File: src/rtl/vx_commit_arbiter_pkg.sv
// Shared definitions for the commit arbiter: requester indices, default geometry and
// payload width helpers.
package vx_commit_arbiter_pkg;

   localparam int unsigned DEF_NUM_REQS    = 5;
   localparam int unsigned DEF_NUM_THREADS = 4;
   localparam int unsigned DEF_NW_BITS     = 2;
   localparam int unsigned DEF_NR_BITS     = 6;

   localparam int unsigned EX_ALU = 0;
   localparam int unsigned EX_LSU = 1;
   localparam int unsigned EX_CSR = 2;
   localparam int unsigned EX_FPU = 3;
   localparam int unsigned EX_GPU = 4;

   // wid + tmask + PC + rd + wb + data
   function automatic int unsigned commit_width(input int unsigned nw, input int unsigned nt,
                                                input int unsigned nr);
      return nw + nt + 32 + nr + 1 + nt * 32;
   endfunction

   function automatic int unsigned idx_bits(input int unsigned n);
      return (n > 1) ? $clog2(n) : 1;
   endfunction

endpackage

File: src/rtl/vx_commit_arbiter_rr_arbiter.sv
// Round-robin arbiter: grants the first request at or after the pointer, modulo N.
// The pointer advances past the winner only when the grant is taken (enable).
module vx_commit_arbiter_rr_arbiter
   import vx_commit_arbiter_pkg::*;
#(
   parameter int unsigned N    = 5,
   parameter int unsigned IdxW = idx_bits(N)
) (
   input  logic            clk,
   input  logic            reset,
   input  logic [N-1:0]    requests,
   input  logic            enable,
   output logic [N-1:0]    grant_onehot,
   output logic [IdxW-1:0] grant_index,
   output logic            grant_valid
);

   logic [IdxW-1:0] ptr_q, ptr_d;
   logic            hi_valid, lo_valid;
   logic [IdxW-1:0] hi_index, lo_index;

   // Descending scan leaves the lowest set index overall (lo) and at/after ptr (hi).
   always_comb begin
      hi_valid = 1'b0;
      hi_index = '0;
      lo_valid = 1'b0;
      lo_index = '0;
      for (int i = int'(N) - 1; i >= 0; i--) begin
         if (requests[i]) begin
            lo_valid = 1'b1;
            lo_index = IdxW'(i);
            if (i >= int'(ptr_q)) begin
               hi_valid = 1'b1;
               hi_index = IdxW'(i);
            end
         end
      end
   end

   assign grant_valid = lo_valid;
   assign grant_index = hi_valid ? hi_index : lo_index;

   always_comb begin
      grant_onehot = '0;
      for (int i = 0; i < int'(N); i++) begin
         grant_onehot[i] = grant_valid && (grant_index == IdxW'(i));
      end
   end

   always_comb begin
      ptr_d = ptr_q;
      if (enable && grant_valid) begin
         ptr_d = (grant_index == IdxW'(N - 1)) ? '0 : grant_index + 1'b1;
      end
   end

   always_ff @(posedge clk or posedge reset) begin
      if (reset) begin
         ptr_q <= '0;
      end else begin
         ptr_q <= ptr_d;
      end
   end

endmodule

File: src/rtl/vx_commit_arbiter.sv
// Shares the GPR commit port between execute units: round-robin grant into a
// main+skid output buffer, plus a stall-cycle performance counter.
module vx_commit_arbiter
   import vx_commit_arbiter_pkg::*;
#(
   parameter int unsigned NUM_REQS    = DEF_NUM_REQS,
   parameter int unsigned NUM_THREADS = DEF_NUM_THREADS,
   parameter int unsigned NW_BITS     = DEF_NW_BITS,
   parameter int unsigned NR_BITS     = DEF_NR_BITS,
   parameter int unsigned REQ_BITS    = idx_bits(NUM_REQS)
) (
   input  logic                            clk,
   input  logic                            reset,
   input  logic [NUM_REQS-1:0]             req_valid,
   output logic [NUM_REQS-1:0]             req_ready,
   input  logic [NUM_REQS*NW_BITS-1:0]     req_wid,
   input  logic [NUM_REQS*NUM_THREADS-1:0] req_tmask,
   input  logic [NUM_REQS*32-1:0]          req_PC,
   input  logic [NUM_REQS*NR_BITS-1:0]     req_rd,
   input  logic [NUM_REQS-1:0]             req_wb,
   input  logic [NUM_REQS*NUM_THREADS*32-1:0] req_data,
   output logic                            wb_valid,
   input  logic                            wb_ready,
   output logic [REQ_BITS-1:0]             wb_src,
   output logic [NW_BITS-1:0]              wb_wid,
   output logic [NUM_THREADS-1:0]          wb_tmask,
   output logic [31:0]                     wb_PC,
   output logic [NR_BITS-1:0]              wb_rd,
   output logic                            wb_wb,
   output logic [NUM_THREADS*32-1:0]       wb_data,
   output logic [31:0]                     perf_stalls
);

   localparam int unsigned CW = commit_width(NW_BITS, NUM_THREADS, NR_BITS);
   localparam int unsigned EW = REQ_BITS + CW;
   localparam int unsigned DW = NUM_THREADS * 32;

   logic [NUM_REQS-1:0] grant_onehot;
   logic [REQ_BITS-1:0] grant_index;
   logic                grant_valid;
   logic                accept_en, accept, handshake;
   logic [CW-1:0]       sel_payload;
   logic [EW-1:0]       new_entry;
   logic                main_valid_q, main_valid_d, skid_valid_q, skid_valid_d;
   logic [EW-1:0]       main_q, main_d, skid_q, skid_d;
   logic [31:0]         perf_q, perf_d;

   vx_commit_arbiter_rr_arbiter #(
      .N    (NUM_REQS),
      .IdxW (REQ_BITS)
   ) u_rr_arbiter (
      .clk          (clk),
      .reset        (reset),
      .requests     (req_valid),
      .enable       (accept_en),
      .grant_onehot (grant_onehot),
      .grant_index  (grant_index),
      .grant_valid  (grant_valid)
   );

   // Only a register feeds accept_en, so req_ready never sees wb_ready combinationally.
   assign accept_en = !skid_valid_q;
   assign accept    = accept_en && grant_valid;
   assign handshake = main_valid_q && wb_ready;
   assign req_ready = (accept_en && !reset) ? grant_onehot : '0;

   always_comb begin
      sel_payload = '0;
      for (int i = 0; i < int'(NUM_REQS); i++) begin
         if (grant_onehot[i]) begin
            sel_payload = {req_wid[i*NW_BITS +: NW_BITS], req_tmask[i*NUM_THREADS +: NUM_THREADS],
                           req_PC[i*32 +: 32], req_rd[i*NR_BITS +: NR_BITS], req_wb[i],
                           req_data[i*DW +: DW]};
         end
      end
   end

   assign new_entry = {grant_index, sel_payload};

   always_comb begin
      main_valid_d = main_valid_q;
      main_d       = main_q;
      skid_valid_d = skid_valid_q;
      skid_d       = skid_q;
      if (handshake) begin
         main_valid_d = skid_valid_q;
         main_d       = skid_q;
         skid_valid_d = 1'b0;
      end
      if (accept) begin
         if (main_valid_d) begin
            skid_valid_d = 1'b1;
            skid_d       = new_entry;
         end else begin
            main_valid_d = 1'b1;
            main_d       = new_entry;
         end
      end
   end

   always_comb begin
      perf_d = perf_q;
      if (|req_valid && !accept_en) begin
         perf_d = perf_q + 32'd1;
      end
   end

   always_ff @(posedge clk or posedge reset) begin
      if (reset) begin
         main_valid_q <= 1'b0;
         skid_valid_q <= 1'b0;
         main_q       <= '0;
         skid_q       <= '0;
         perf_q       <= '0;
      end else begin
         main_valid_q <= main_valid_d;
         skid_valid_q <= skid_valid_d;
         main_q       <= main_d;
         skid_q       <= skid_d;
         perf_q       <= perf_d;
      end
   end

   assign wb_valid    = main_valid_q;
   assign {wb_src, wb_wid, wb_tmask, wb_PC, wb_rd, wb_wb, wb_data} = main_q;
   assign perf_stalls = perf_q;

endmodule

File: config.mk
export PLATFORM = sky130hd
export DESIGN_NAME = vx_commit_arbiter
export DESIGN_NICKNAME = d
export VERILOG_FILES = /design/src/rtl/vx_commit_arbiter_pkg.sv /design/src/rtl/vx_commit_arbiter_rr_arbiter.sv /design/src/rtl/vx_commit_arbiter.sv
export SDC_FILE = /design/constraint.sdc
export NUM_CORES = 1
export LEC_CHECK = 0
export ABC_CLOCK_PERIOD_IN_PS = 11600
export BUFFER_PORTS_ARGS = -buffer_cell sky130_fd_sc_hd__clkbuf_2
export CAP_MARGIN = 20
export CORE_AREA = 3 3 423 425
export CTS_CLUSTER_DIAMETER = 30
export DETAILED_ROUTE_END_ITERATION = 10
export DIE_AREA = 0 0 426 428
export GPL_ROUTABILITY_DRIVEN = 0
export PLACE_DENSITY_LB_ADDON = 0.2
export SYNTH_ARGS = -nofsm -noshare
export SYNTH_HDL_FRONTEND = slang
export SYNTH_SLANG_ARGS = --single-unit
File: constraint.sdc
create_clock -name clk -period 11.6 [get_ports clk]
set_clock_uncertainty 0.1 [all_clocks]
set_input_delay 1.16 -clock clk [delete_from_list [all_inputs] [get_ports clk]]
set_output_delay 1.16 -clock clk [all_outputs]
set_load 0.01 [all_outputs]
==> PnR_summary.wiki <==
{| class="wikitable"
! Metric !! Value
|-
| Gr ovfl total || 0
|-
| Source-to-sink clock delay at the later pin of the worst-skew pair || 730 ps
|-
| Sort of element at the end of the critical path || output pin
|-
| Achievable frequency || 0.154 GHz
|-
| Total power of the final layout || 12.1 mW
|-
| Number of placement rows || 154
|-
| Worst R2R Path Depth || 14
|-
| Hold-fix buffer count after cts || 0
|-
| Routed wire length on met2 || 75500 um
|-
| Number of max-cap violations || 0
|-
| Final-layout fill cell count || 19600
|-
| GRT Util Overall || between 10% and 20%
|-
| Total buffers and inverters traversed by the critical path || 6
|-
| P_leak || about 16 nW
|-
| Fraction of layout cells with a size suffix above 1 || 35.5%
|-
| Depth of the CTS H-tree || 4
|-
| Post-DR wirelength/cell || 23.9 um
|-
| Reg clk slew, reported paths || roughly 40 ps
|-
| Cells resized by post-CTS repair || 0
|-
| HPWL after detailed placement || between 100000 and 150000 um
|-
| Relative slew margins || 24.4%
|-
| Count of synthesis-stage warnings from yosys || 0
|-
| Placeable Area || 0.176 mm^2
|-
| Maximum resistive drop on vdd || around 0.00018 V
|-
| Largest delay share family, worst path || buffers and inverters
|-
| Layout-stage area growth over the synthesis result || 48.8%
|-
| Post-route fraction of the period consumed by the critical path || 55.8%
|-
| Unique masters post-synth || 45
|-
| Post-route antenna net violation count || 0
|-
| Number of top-level pins || 1087
|-
| Number of clock sinks || 389
|-
| Final setup violating endpoints || 0
|-
| Synthesized area per cell || a little under 9 um^2
|-
| Share of synthesized flip-flops with an asynchronous set or reset || between 90% and 100%
|-
| CP max stage cell || a21boi_4
|-
| Setup repair after global routing missed its margin || false
|-
| Max Transition Viols Final || 0
|-
| Worst reg2reg path endpoint || main_q[76]
|-
| Total CTS buffers || 147
|-
| Final-layout setup total negative slack || 0 ps
|-
| First-iteration detailed-routing DRC count || 1794
|-
| Number of flops mapped to enable cells by yosys || 0
|-
| Pwr dens || between 300 and 400 mW/mm^2
|-
| Total DRC errors in the routed layout || 0
|-
| Sequential-to-total area share from yosys stat || between 30% and 40%
|-
| Launching point of the worst reg2reg path || u_rr_arbiter.ptr_q[1]
|-
| Transition time of the tightest slew-check pin || between 1000 and 1500 ps
|-
| Vias post-DR || 28100
|-
| Die ar. || 0.182 mm^2
|-
| TritonCTS clock tree || done
|-
| Arrival time reported for the critical path endpoint || roughly 5200 ps
|-
| Crit path cell chain || buf_6 -> inv_1 -> a31oi_1 -> a2111oi_0 -> a21oi_1 -> inv_1 -> ha_1 -> ha_4 -> buf_4 -> a21boi_4 -> buf_4 -> and2_1 -> clkbuf_2
|-
| Cells after Synth || 2813
|-
| Post-route minimum period || approximately 6500 ps
|-
| Met3 Routed Length || 9650 um
|-
| Data required time of the critical path || between 10000 and 15000 ps
|-
| Type of the worst setup path || in -> out
|-
| PortBufs || roughly 1100
|-
| Chip Width || roughly 430 um
|-
| Summed area of non-filler cells in the final layout || 0.0373 mm^2
|-
| Register bit count reported by yosys || 389
|-
| Total wire length after detailed routing || about 150000 um
|-
| Maximum buffer depth of the clock tree || 3
|-
| Register-to-register setup slack || 6290 ps
|-
| Most frequent cells in the layout || clkbuf_2, a21oi_1, dfrtp_1, o211ai_1, nor2_1
|-
| Count of nets after finishing || ~4600
|-
| Dominant register cell in the synthesized netlist || dfrtp_1
|-
| Die Span Y || 428 um
|-
| Cell Area, Synth || between 0.02 and 0.03 mm^2
|-
| Initial antenna violation count || 29
|-
| Net count after synthesis || 3692
|-
| Starting Density || 14.3%
|-
| Per-cell via count in the routed design || 4.53
|-
| Routed met1 length || 57800 um
|-
| Largest net degree at the start of global routing || 162
|-
| Most common library cell in the layout ignoring fill and taps || clkbuf_2
|-
| Class of the tightest hold or removal check || in -> async
|-
| Maximum fanout along the worst path || 40
|-
| Worst path max stage delay || roughly 540 ps
|-
| Number of global-route vias before repair || 28600
|-
| Startpoint kind of the worst setup timing path || primary input
|-
| Top routing layer used || met5
|-
| Post-CTS repair timing setup buffer count || 0
|-
| Detailed Routing Iterations Pass 1 || 5
|-
| Final Util || a little over a fifth
|-
| Clock root buffer || clkbuf_16
|-
| Final Hold Viols || 0
|-
| First-pass GRT wire length || 210000 um
|-
| Outcome || finished, final reports clean
|-
| Total placed instance area || about 0.033 mm^2
|}
-- metal layers --
layer  vias up  track usage [%]
met2      1140             27.5
met3       219             3.89
met5         -                0
li1      12900                -
met4         8             5.72
met1     13900             17.9
-- cells by family (layout without fill, tap and decap cells) --
family / Yosys count / after routing / synth area share (%)
buffers and inverters: 361 / 1399 / 6.05
muxes: 178 / 178 / 7.12
xor gates and xnor gates: 31 / 31 / 1.08
AOI/OAI and AO/OA: 1416 / 1416 / 37.9
and+or+nand+nor: 432 / 432 / 8.77
DFF: 389 / 389 / 38.8
adders and majority gates: 6 / 6 / 0.299
other: 0 / 7 / 0
-- worst max path at each step --
stage / cells past startpoint / end / slack, ps / start
final: 13 / req_ready[3] / 5130 / req_valid[4]
after floorplan: 1 / main_q[0] / 5110 / reset
after global placement: 13 / req_ready[3] / 4890 / req_valid[4]
after CTS: 13 / req_ready[3] / 5040 / req_valid[4]
after detailed placement: 13 / req_ready[3] / 5040 / req_valid[4]
after global routing: 13 / req_ready[3] / 4790 / req_valid[4]
-- synth_stat cells, types with 2 or more instances --
cell | n | share of area, %
nor4_4 | 2 | 0.17
mux2_2 | 5 | 0.22
a21oi_1 | 527 | 11
nand3_1 | 10 | 0.20
clkbuf_1 | 248 | 3.7
o2111ai_1 | 2 | 0.070
a211oi_1 | 2 | 0.060
and2_1 | 6 | 0.15
mux2i_1 | 173 | 6.9
and3_1 | 7 | 0.17
inv_1 | 10 | 0.15
ha_1 | 6 | 0.30
xor2_1 | 10 | 0.35
a21o_1 | 3 | 0.090
and4_1 | 3 | 0.10
nand2b_1 | 3 | 0.075
o211ai_1 | 345 | 10
or4_1 | 3 | 0.090
nand4_1 | 2 | 0.050
xnor2_1 | 21 | 0.73
a21boi_0 | 2 | 0.060
nor2_1 | 186 | 2.8
a22oi_1 | 173 | 5.2
nand2_1 | 26 | 0.39
buf_2 | 86 | 1.7
buf_4 | 15 | 0.45
nor3_1 | 5 | 0.10
buf_1 | 2 | 0.030
o31ai_1 | 173 | 5.2
o21ai_0 | 9 | 0.18
nor2b_1 | 175 | 4.4
a221oi_1 | 172 | 6.0
dfrtp_1 | 389 | 39
-- sequential cells by signal (all words and copies together) (netlist names) --
| name | flops |
|---|---|
| wb_valid | 1 |
| skid_q | 176 |
| main_q | 176 |
| u_rr_arbiter.ptr_q | 3 |
| perf_stalls | 32 |
| skid_valid_q | 1 |
-- per-stage QoR --
stage / hold slack (ps) / setup WS (ps) / cells
2_1_floorplan: 346 / 5110 / 2813
3_3_place_gp: 369 / 4890 / 5941
3_5_place_dp: 367 / 5040 / 5941
4_1_cts: 234 / 5040 / 6190
5_1_grt: 278 / 4790 / 6198
6_report: 325 / 5130 / 6198
-- layout make-up --
type                       count  area (um^2)  share of cell area (%)
antenna                        7         17.5                  0.0469
clock buffer                 228         4360                    11.7
clock inverter                21          342                   0.915
inverter                      10         41.3                   0.111
multi-input combinational   2063        14000                    37.4
sequential                   389         9730                    26.1
tap                         2340         2930                    7.84
timing repair buffer        1140         5960                    16.0
-- report_power, final --
part	total, mW	switching [mW]	internal [mW]	leakage, nW
Combinational	5.92	3.77	2.15	9.58
Clock	3.68	1.08	2.60	2.30
Sequential	2.46	0.386	2.07	4.57
Total	12.1	5.24	6.82	16.4
Note: power is estimated with default switching activity, not from simulation.
